[src/rtl/uart_rx.sv]
//==============================================================================
// Module   : uart_rx
// Brief    : 8N1 UART receiver with midpoint sampling, framing-error flag,
//            break handling and a running 32-bit checksum of good bytes.
//            Optional 2-flop input synchronizer under `UART_RX_SYNC_EN`.
// Revision : 1.0 - initial release
//==============================================================================
`default_nettype none

module uart_rx #(
  parameter int cycles_per_bit = 4
) (
  input  logic        clock,
  input  logic        i_rstn,
  input  logic        i_serial,
  output logic [7:0]  o_data,
  output logic        o_valid,
  output logic        o_frame_err,
  output logic [31:0] o_sum
);

  // Counter width; a 1-bit counter is the floor so the legal minimum
  // (two cycles per bit) still has a usable register.
  localparam int CW = (cycles_per_bit > 2) ? $clog2(cycles_per_bit) : 1;

  // Reload values, truncated to the counter width.
  localparam logic [CW-1:0] C_HALF_M1 = CW'((cycles_per_bit / 2) - 1);
  localparam logic [CW-1:0] C_FULL_M1 = CW'(cycles_per_bit - 1);
  localparam logic [CW-1:0] C_ONE     = CW'(1);

  typedef enum logic [2:0] {
    S_IDLE  = 3'd0,
    S_START = 3'd1,
    S_DATA  = 3'd2,
    S_STOP  = 3'd3,
    S_BREAK = 3'd4
  } state_t;

  state_t          r_state;
  logic [CW-1:0]   r_cycle;
  logic [2:0]      r_bit_idx;
  logic [7:0]      r_shreg;
  logic [7:0]      r_data;
  logic            r_valid;
  logic            r_frame_err;
  logic [31:0]     r_sum;
  logic            w_s;

`ifdef UART_RX_SYNC_EN
  logic [1:0] r_sync;

  // Two-flop synchronizer; resets to the idle line level so that reset
  // release never looks like a start edge.
  always_ff @(posedge clock or negedge i_rstn) begin
    if (!i_rstn) begin
      r_sync <= 2'b11;
    end else begin
      r_sync <= {r_sync[0], i_serial};
    end
  end

  assign w_s = r_sync[1];
`else
  assign w_s = i_serial;
`endif

  // Receive state machine: start detection, midpoint sampling, stop check,
  // registered result/pulse outputs and checksum accumulation.
  always_ff @(posedge clock or negedge i_rstn) begin
    if (!i_rstn) begin
      r_state     <= S_IDLE;
      r_cycle     <= '0;
      r_bit_idx   <= '0;
      r_shreg     <= '0;
      r_data      <= '0;
      r_valid     <= 1'b0;
      r_frame_err <= 1'b0;
      r_sum       <= '0;
    end else begin
      // Strobes are single-cycle unless re-asserted below.
      r_valid     <= 1'b0;
      r_frame_err <= 1'b0;

      case (r_state)
        S_IDLE: begin
          if (!w_s) begin
            r_state <= S_START;
            r_cycle <= C_HALF_M1;
          end
        end

        S_START: begin
          if (r_cycle != '0) begin
            r_cycle <= r_cycle - C_ONE;
          end else if (!w_s) begin
            // Start bit still low at its midpoint: a real frame.
            r_state   <= S_DATA;
            r_cycle   <= C_FULL_M1;
            r_bit_idx <= 3'd0;
          end else begin
            // Line went back high before midpoint: glitch, discard silently.
            r_state <= S_IDLE;
          end
        end

        S_DATA: begin
          if (r_cycle != '0) begin
            r_cycle <= r_cycle - C_ONE;
          end else begin
            r_shreg <= {w_s, r_shreg[7:1]};
            r_cycle <= C_FULL_M1;
            if (r_bit_idx == 3'd7) begin
              r_state <= S_STOP;
            end else begin
              r_bit_idx <= r_bit_idx + 3'd1;
            end
          end
        end

        S_STOP: begin
          if (r_cycle != '0) begin
            r_cycle <= r_cycle - C_ONE;
          end else if (w_s) begin
            // Good frame; returning to IDLE now lets a start bit that
            // immediately follows a single stop bit be caught.
            r_data  <= r_shreg;
            r_valid <= 1'b1;
            r_sum   <= r_sum + {24'b0, r_shreg};
            r_state <= S_IDLE;
          end else begin
            r_frame_err <= 1'b1;
            r_state     <= S_BREAK;
          end
        end

        S_BREAK: begin
          // Hold off until the line returns high so a stuck-low line is
          // not decoded as a stream of zero bytes.
          if (w_s) begin
            r_state <= S_IDLE;
          end
        end

        default: begin
          r_state <= S_IDLE;
        end
      endcase
    end
  end

  assign o_data      = r_data;
  assign o_valid     = r_valid;
  assign o_frame_err = r_frame_err;
  assign o_sum       = r_sum;

endmodule

`default_nettype wire

[config.mk]
export PLATFORM = sky130hd
export DESIGN_NAME = uart_rx
export DESIGN_NICKNAME = d
export VERILOG_FILES = /design/src/rtl/uart_rx.sv
export SDC_FILE = /design/constraint.sdc
export NUM_CORES = 1
export LEC_CHECK = 0
export CORE_UTILIZATION = 25
export DETAILED_ROUTE_END_ITERATION = 6
export HOLD_SLACK_MARGIN = 0.03
export RECOVER_POWER = 25
export SLEW_MARGIN = 20
export SYNTH_ARGS = -nofsm -noshare
export SYNTH_HDL_FRONTEND = slang
export SYNTH_SLANG_ARGS = --single-unit
[constraint.sdc]
create_clock -name clock -period 2.4 [get_ports clock]
set_input_delay 0.48 -clock clock [delete_from_list [all_inputs] [get_ports clock]]
set_output_delay 0.48 -clock clock [all_outputs]
set_load 0.02 [all_outputs]
Yosys cells after proc, flatten, opt, wreduce, memory -nomap -nowiden
Index checks and enable logic that the tools add are counted.
{ "word_totals": {"ff_bits": 58, "in_bits": 3, "out_inout_bits": 42, "elab_cells": 62} }
{ "classes": {"add_sub_neg": 3, "eq_ne": 15, "mux": 26, "n_bitwise": 1, "reduce_logical": 9} }
{ "ops": {"columns": ["op", "count"], "rows": [
  ["$mux 3", 11],
  ["$add 32x8->32", 1],
  ["$ne 2x2->1 const B", 9],
  ["$pmux 3 s5", 1],
  ["$mux 2", 6],
  ["$pmux 2 s4", 1],
  ["$eq 3x2->1 const B", 2],
  ["$eq 3x3->1 const B", 2],
  ["$mux 1", 6],
  ["$pmux 3 s2", 1],
  ["$reduce_and 6->1", 1],
  ["$reduce_and 5->1", 1],
  ["$reduce_and 4->1", 1],
  ["$reduce_bool 2->1", 2],
  ["$reduce_bool 4->1", 1],
  ["$add 3x1->3 const B", 1],
  ["$eq 3x1->1 const B", 1],
  ["$logic_not 3->1", 1],
  ["$ne 3x3->1 const B", 1],
  ["$reduce_and 3->1", 1],
  ["$reduce_and 2->1", 1],
  ["$sub 2x1->2 const B", 1],
  ["$not 1->1", 1]
]} }

Longest topological paths before layout
Gate-level depths: netlist of run 1.
{ "logic_depth": {"ltp_word": 4, "depth_mapped": 8, "mapped_depth_nobuf": 8} }

Worst setup path before layout of run 1
OpenSTA, ideal clock, no wires.
{ "synth_timing": {"path_kind": "register to register", "start": "reg r_sum[0] (netlist: o_sum[0])", "end": "reg r_sum[28] (netlist: o_sum[28])", "setup_time_ps": 132, "arrival_time_ps": 2091, "t_required_ps": 2268, "slack_ps": 176, "stages_incl_launch_ff": 8, "path_buffers": 0, "period_less_slack_ps": 2224, "cell_sequence": "dfrtp_1 ha_1 fa_1 a211oi_1 o21ai_1 o211ai_2 nor3_1 xor2_1"} }
{ "synth_via": {"elab_chain_len": 1} }
{ "synth_lines": {"columns": ["item", "line", "source"], "rows": [
  ["start: declaration", "46", "logic [31:0] r_sum;"],
  ["start signal: assignment", "128", "r_sum <= r_sum + {24'b0, r_shreg};"],
  ["$add 32x8->32", "128", null]
]} }
No other way between the ends.
A chain may end at the register's enable or synchronous reset.

Worst setup path in the final report of run 1
{ "layout_timing": {"start": "reg r_sum[0] (netlist: o_sum[0])", "end": "reg r_sum[26] (netlist: o_sum[26])"} }
The elaborated chain is that of the path after synthesis.

==> results of run 1 <==
-- layer usage --
metal  GRT usage (%)  part of all wire (%)  up-vias  wire [um]
met1           14.38                    46     1044       2888
met2           18.35                    47       36       2974
met3           4.056                   5.5        8        347
met4           4.667                   1.6        0        101
met5               0                     0        -          0
li1                -                     -     1073          -
-- placed cells by master, fill, tap and decap left out, types with 2 or more instances in the layout --
cell	count
nand3_1	9
ha_1	11
mux2_2	9
o211ai_1	3
nor4_2	2
buf_4	7
bufinv_16	3
nor3_1	13
nand2_1	45
mux2i_1	2
a31oi_1	3
a22o_1	2
nand4_1	5
xnor2_1	8
inv_1	6
nand3b_1	2
o21ai_0	12
dfrtp_1	58
nor2_1	19
a21oi_1	5
clkbuf_1	3
a21o_1	4
and4_1	2
xor2_1	22
clkbuf_16	9
and3_1	2
o21ai_2	2
clkdlybuf4s50_1	43
-- repair_timing --
item | CTS | global route
hold endpoints to repair | 0 | 0
endpoints found under the setup margin | 0 | 10
resized for setup | 0 | 2
-- how the worst min path moves through the flow --
stage | start | end | slack (ns) | depth (start not counted)
2_1_floorplan | i_rstn | o_data[0] | 0.18 | 0
3_3_place_gp | o_data[3] | o_data[3] | 0.46 | 2
3_5_place_dp | o_data[3] | o_data[3] | 0.47 | 2
4_1_cts | i_rstn | o_data[3] | 0.18 | 1
5_1_grt | o_data[1] | o_data[1] | 0.50 | 2
6_report | o_data[3] | o_data[3] | 0.47 | 2
-- layout make-up --
cell class,count,area [um^2],area share [%]
Clock inverter,5,102.6,2.627
Inverter,7,31.28,0.8008
Clock buffer,11,232.7,5.958
Timing Repair Buffer,52,506.7,12.97
Multi-Input combinational cell,203,1403,35.91
Tap cell,143,178.9,4.580
Sequential cell,58,1451,37.16
-- critical path, delay by kind of cell, from the launching register on --
kind | cells | cell delay [ns]
compound gates | 3 | 0.57
xor+xnor | 1 | 0.14
fa+ha+maj | 2 | 0.70
buf+inv | 1 | 0.19
flops | 1 | 0.39
simple gates | 1 | 0.08
-- cell families after synthesis --
| family | count (synthesis) | synth area share, % |
|---|---|---|
| AND/OR/NAND/NOR | 112 | 20.44 |
| flip-flops | 58 | 49.70 |
| AO/OA/AOI/OAI | 38 | 8.740 |
| XOR/XNOR | 30 | 8.997 |
| buffers and inverters | 15 | 2.571 |
| adder cells (fa/ha/maj) | 12 | 5.398 |
| multiplexers | 11 | 4.156 |
-- registers in the layout, indices dropped and copies added, names as in the netlist --
name,cells
o_valid,1
o_frame_err,1
r_shreg,8
r_state,3
r_bit_idx,3
o_sum,32
r_cycle,2
o_data,8
-- power groups by stage --
| stage | logic [mW] | clock network (mW) | registers (mW) |
|---|---|---|---|
| 2_1_floorplan | 0.658 | 0 | 1.31 |
| 3_3_place_gp | 0.931 | 0 | 1.31 |
| 3_5_place_dp | 0.960 | 0 | 1.32 |
| 4_1_cts | 0.964 | 1.50 | 1.31 |
| 5_1_grt | 1.07 | 1.52 | 1.33 |
| 6_report | 0.953 | 1.45 | 1.30 |
-- through the flow --
| step | utilization, % | cell area [um^2] |
|---|---|---|
| detailed placement | 31.21 | 3563 |
| CTS | 34.14 | 3899 |
| global route | 34.21 | 3906 |
| finish | 34.21 | 3906 |
| global placement | 31.21 | 3563 |
| floorplan | - | 2920 |
==> flow_summary_export.csv, run 1 <==
group,metric,value,unit
grt,grt_pass1_vias,2190,
placed_design,pre_cts_ws,0.1339,ns
placed_design,hpwl,4.442,mm
pwr,p_int,2.590,mW
worst_setup_path,max_stage_delay,0.45,ns
cts,root_buffer,"clkbuf_16",
worst_setup_path,critPathSlowestCell,"fa_1",
synthesis,synth-edff-count,0,
cts,clk_latency,0.33,ns
cts,clock-sinks,58,
grt,grt_max_degree,35,
placed_design,port_buffers,44,
floorplan,num_rows,39,
worst_setup_path,criticalPathCategory,"register to register",
timing,skew,0.005484,ns
synthesis,synthTopCellsByCount,"dfrtp_1 (58), nand2_1 (45), xor2_1 (22), nor2_1 (19), nor3_1 (13)",
worst_setup_path,cp-endpoint,"o_sum[26]",
route,wl,6.312,mm
synthesis,yosysWarnings,0,
pwr,power_switching,1.117,mW
pwr,combPwrFrac,25.7,%
timing,hold_ws,0.4703,ns
timing,post-route-min-period,2.185,ns
worst_setup_path,path_cells,"ha_1 > fa_1 > a211oi_2 > o21ai_2 > o211ai_2 > buf_4 > nor3_1 > xor2_1",
floorplan,ios,45,
synthesis,yosysMostFrequentCell,"dfrtp_1",
worst_setup_path,end_kind,"register",
worst_setup_path,crit_start,"o_sum[0]",
cts,cts_tree,"done",
worst_setup_path,rr_worst_depth,8,
grt,antenna_found_initial,0,
grt,grt_overflow,0,
timing,maxSlewViolCount,0,
synthesis,syn_area_per_cell,10.58,um^2
cts,clock_path_buffers,2,
floorplan,start_util,25.58,%
cts,cts_setup_buffers,0,
pwr,design_power_total,3.708,mW
pwr,power.clock.fraction,39.2,%
layout,n_fill_cell,1185,
synthesis,yosysTopAreaCell,"dfrtp_1",
timing,fin_crit_sh,91.06,%
synthesis,synth_cell_types,49,
pwr,power_density,949.2,nW/um^2
synthesis,synth-main-ff-cell,"dfrtp_1",
worst_setup_path,cp.arrival,2.39,ns
route,dr_total_vias,2161,
synthesis,yosys-top-cells-area,"dfrtp_1 (50%), xor2_1 (6.6%), nand2_1 (5.8%), ha_1 (4.7%), mux2_2 (3.5%)",
worst_setup_path,reg2reg_to,"o_sum[26]",
layout,antennaDiodeCount,0,
placed_design,place_congestion,0.7389,
worst_setup_path,rrSetupSlack,0.21,ns
route,viasPerCell,4.511,
synthesis,synth-async-reset-ratio,100.0,%
pwr,netSwitchingFraction,30.14,%
timing,final_critical_path_setup_slack,0.2146,ns
flow_run,maxCapViolCount,0,
route,drt_iter0_markers,85,
synthesis,seq_area_frac_synth,49.70,%
timing,fmax,457.6,MHz
synthesis,syn_nets,291,
floorplan,dieWidth,110.1,um
synthesis,ys_ff_latch,58,
cts,path_clk_slew,0.05,ns
timing,hold_viol,0,
route,first_pass_iters,6,
synthesis,syn_area,2920,um^2
worst_hold_path,hold_path_class,"register to register",
worst_setup_path,worstReg2RegStart,"o_sum[0]",
layout,areaGrowthSynthToFinish,33.76,%
floorplan,die_h,110.1,um
pwr,irDropWorstVdd,0.3030,mV
timing,rsz0062_at_grt,"no",
route,drtAntennaViolNets,0,
timing,tns,0,ns
timing,relSlewSlack,2.034,%
worst_setup_path,required,2.60,ns
floorplan,die_area,12120,um^2
route,wl_per_cell,13.18,um
worst_setup_path,crit_fanout,10,
synthesis,synth_top_area_share,49.70,%
cts,cts_buffers,9,
placed_design,dp.cells,463,
worst_setup_path,worst_setup_path_start_kind,"register",
cts,cts-htree-levels,3,
pwr,p_leak,1.874,nW
layout,fin_cells,479,
timing,worst_pin_slew,1.469,ns
route,drc,0,
layout,nets,346,
layout,drive_gt1_share,14.29,%
pwr,pwr-share-seq,35.1,%
run_status,status,"finished, final reports clean",
grt,grt_pass1_wl,10.65,mm
floorplan,design.core.area,11420,um^2
grt,grt.total_usage,11.59,%
cts,cts_hold_buf,0,
timing,finalSetupViolCount,0,
synthesis,netlist_instances,276,
Note: power is estimated with default switching activity, not from simulation.
==> inputs of run 2 (changes only) <==
--- a/config.mk
+++ b/config.mk
@@ -5,11 +5,12 @@
 export SDC_FILE = /design/constraint.sdc
 export NUM_CORES = 1
 export LEC_CHECK = 0
+export CORE_MARGIN = 1
 export CORE_UTILIZATION = 25
+export CTS_CLUSTER_SIZE = 8
 export DETAILED_ROUTE_END_ITERATION = 6
 export HOLD_SLACK_MARGIN = 0.03
 export RECOVER_POWER = 25
-export SLEW_MARGIN = 20
 export SYNTH_ARGS = -nofsm -noshare
 export SYNTH_HDL_FRONTEND = slang
 export SYNTH_SLANG_ARGS = --single-unit
==> results of run 2 <==
The final DEF is identical to that of run 1; final timing and power are the same.
==> inputs of run 3 (changes only) <==
--- a/config.mk
+++ b/config.mk
@@ -5,11 +5,12 @@
 export SDC_FILE = /design/constraint.sdc
 export NUM_CORES = 1
 export LEC_CHECK = 0
-export CORE_MARGIN = 1
+export CAP_MARGIN = 15
 export CORE_UTILIZATION = 25
 export CTS_CLUSTER_SIZE = 8
 export DETAILED_ROUTE_END_ITERATION = 6
 export HOLD_SLACK_MARGIN = 0.03
+export PLACE_DENSITY_LB_ADDON = 0.25
 export RECOVER_POWER = 25
 export SYNTH_ARGS = -nofsm -noshare
 export SYNTH_HDL_FRONTEND = slang
==> run 3 against run 2 <==
Non-clock buffer count rose by 1. Critical path depth did not move. Clock-buffer cell count rose by 1.
==> flow_summary_export.csv, run 3 (same netlist as run 1, synthesis figures left out) <==
group,metric,value,unit
worst_setup_path,worst-path-stages,8,
timing,tns,0,ns
worst_setup_path,worst_setup_path_start_kind,"register",
timing,post-route-min-period,2.155,ns
run_status,status,"finished, final reports clean",
layout,antennaDiodeCount,0,
pwr,p_int,2.407,mW
floorplan,dieWidth,110.1,um
cts,clk_latency,0.32,ns
placed_design,dp.cells,464,
cts,cts_setup_buffers,0,
layout,final_common_cell,"dfrtp_1",
worst_setup_path,rrSetupSlack,0.25,ns
pwr,combPwrFrac,26.9,%
floorplan,design.core.area,11420,um^2
worst_setup_path,crit_buf_inv,1,
grt,grt.total_usage,11.99,%
floorplan,die_area,12120,um^2
timing,fin_crit_sh,89.78,%
pwr,power.clock.fraction,35.9,%
route,dr_total_vias,2187,
cts,path_clk_slew,0.05,ns
grt,antenna_found_initial,0,
worst_setup_path,worstReg2RegStart,"o_sum[0]",
route,drtAntennaViolNets,0,
pwr,power_switching,1.110,mW
worst_setup_path,crit_fanout,10,
pwr,netSwitchingFraction,31.56,%
route,wl_per_cell,13.53,um
route,drt_iter0_markers,79,
layout,multi_input_area,1394,um^2
layout,nets,347,
cts,root_buffer,"clkbuf_16",
route,first_pass_iters,4,
layout,largest_register_ff_count,32,
timing,relSlewSlack,16.83,%
worst_setup_path,required,2.60,ns
route,viasPerCell,4.556,
cts,cts_buffers,9,
layout,areaGrowthSynthToFinish,32.86,%
worst_setup_path,path_cells,"ha_1 > fa_1 > a211oi_1 > o21ai_1 > o211ai_2 > buf_12 > nor3_1 > xor2_1",
worst_setup_path,end_kind,"register",
pwr,power_density,906.6,nW/um^2
layout,seq_area,1451,um^2
floorplan,ios,45,
cts,cts_tree,"done",
grt,grt_pass1_vias,2298,
worst_hold_path,hold_path_class,"input port to async pin",
layout,fin_area,3880,um^2
worst_setup_path,rr_worst_depth,8,
timing,maxSlewViolCount,0,
worst_setup_path,reg2reg_to,"o_sum[18]",
pwr,p_leak,1.866,nW
timing,hold_viol,0,
cts,cts-htree-levels,3,
timing,finalSetupViolCount,0,
grt,grt_pass1_wl,10.95,mm
cts,ctsResizeCount,0,
placed_design,hpwl,4.648,mm
cts,cts_hold_buf,0,
worst_setup_path,critPathSlowestCell,"fa_1",
pwr,pwr-share-seq,37.3,%
layout,n_fill_cell,1162,
layout,layout_common_cells,"dfrtp_1 (58), nand2_1 (45), clkdlybuf4s50_1 (43), xor2_1 (22), nor2_1 (19)",
flow_run,maxCapViolCount,0,
cts,clock_path_buffers,2,
floorplan,num_rows,39,
layout,finalCoreUtilization,33.98,%
route,drc,0,
layout,fin_cells,480,
worst_setup_path,cp.arrival,2.35,ns
grt,grt_overflow,0,
worst_setup_path,max_stage_delay,0.43,ns
worst_setup_path,crit_family,"adder cells",
timing,final_critical_path_setup_slack,0.2452,ns
timing,rsz0062_at_grt,"no",
layout,drive_gt1_share,13.95,%
cts,clock-sinks,58,
grt,grt_max_degree,39,
timing,fmax,464.1,MHz
timing,worst_pin_slew,1.248,ns
floorplan,die_h,110.1,um
placed_design,port_buffers,44,
timing,skew,0.01051,ns
floorplan,start_util,25.58,%
placed_design,pre_cts_ws,0.2387,ns
placed_design,placed_area,3583,um^2
pwr,irDropWorstVdd,0.4768,mV
placed_design,place_congestion,0.7520,
worst_setup_path,criticalPathCategory,"register to register",
route,wl,6.492,mm
==> run 3: layer usage <==
metal | vias to the layer above | wire [um] | track usage (%)
met3 | 13 | 303 | 3.645
met2 | 44 | 3005 | 19.24
met1 | 1051 | 3029 | 14.52
met5 | - | 0 | 0
li1 | 1079 | - | -
met4 | 0 | 153 | 6.000
==> run 3: cell type report <==
| class | count | area share, % |
|---|---|---|
| clock inverter | 4 | 1.322 |
| timing repair buffer | 53 | 13.58 |
| inverter | 7 | 0.8062 |
| clock buffer | 12 | 6.353 |
| sequential | 58 | 37.41 |
| tap | 143 | 4.611 |
| multi-input combinational | 203 | 35.92 |
==> run 3: how the worst max path moves through the flow <==
stage,from,to
after floorplan,o_sum[0],o_sum[28]
after global placement,o_sum[0],o_sum[26]
after detailed placement,o_sum[0],o_sum[24]
after CTS,o_sum[0],o_sum[18]
after global routing,o_sum[0],o_sum[24]
final,o_sum[0],o_sum[18]
==> run 3: through the flow <==
step                hold WS, ns  power, mW
finish                   0.4055      3.518
global route             0.5050      3.748
CTS                      0.1436      3.579
detailed placement       0.4648      2.292
global placement         0.4598      2.259
floorplan                0.1844      1.970
==> run 3: worst reg2reg max path, stage by stage, from the launching register on <==
cell and delay [ns]:
dfrtp_1 0.39, ha_1 0.24, fa_1 0.43, a211oi_1 0.26
o21ai_1 0.15, o211ai_2 0.21, buf_12 0.15, nor3_1 0.06
xor2_1 0.14
==> run 3: power by group through the flow <==
| stage | sequential (mW) | combinational, mW | clock [mW] |
|---|---|---|---|
| floorplan | 1.31 | 0.658 | 0 |
| global placement | 1.32 | 0.936 | 0 |
| detailed placement | 1.33 | 0.959 | 0 |
| CTS | 1.32 | 0.963 | 1.30 |
| global route | 1.34 | 1.07 | 1.35 |
| finish | 1.31 | 0.946 | 1.26 |
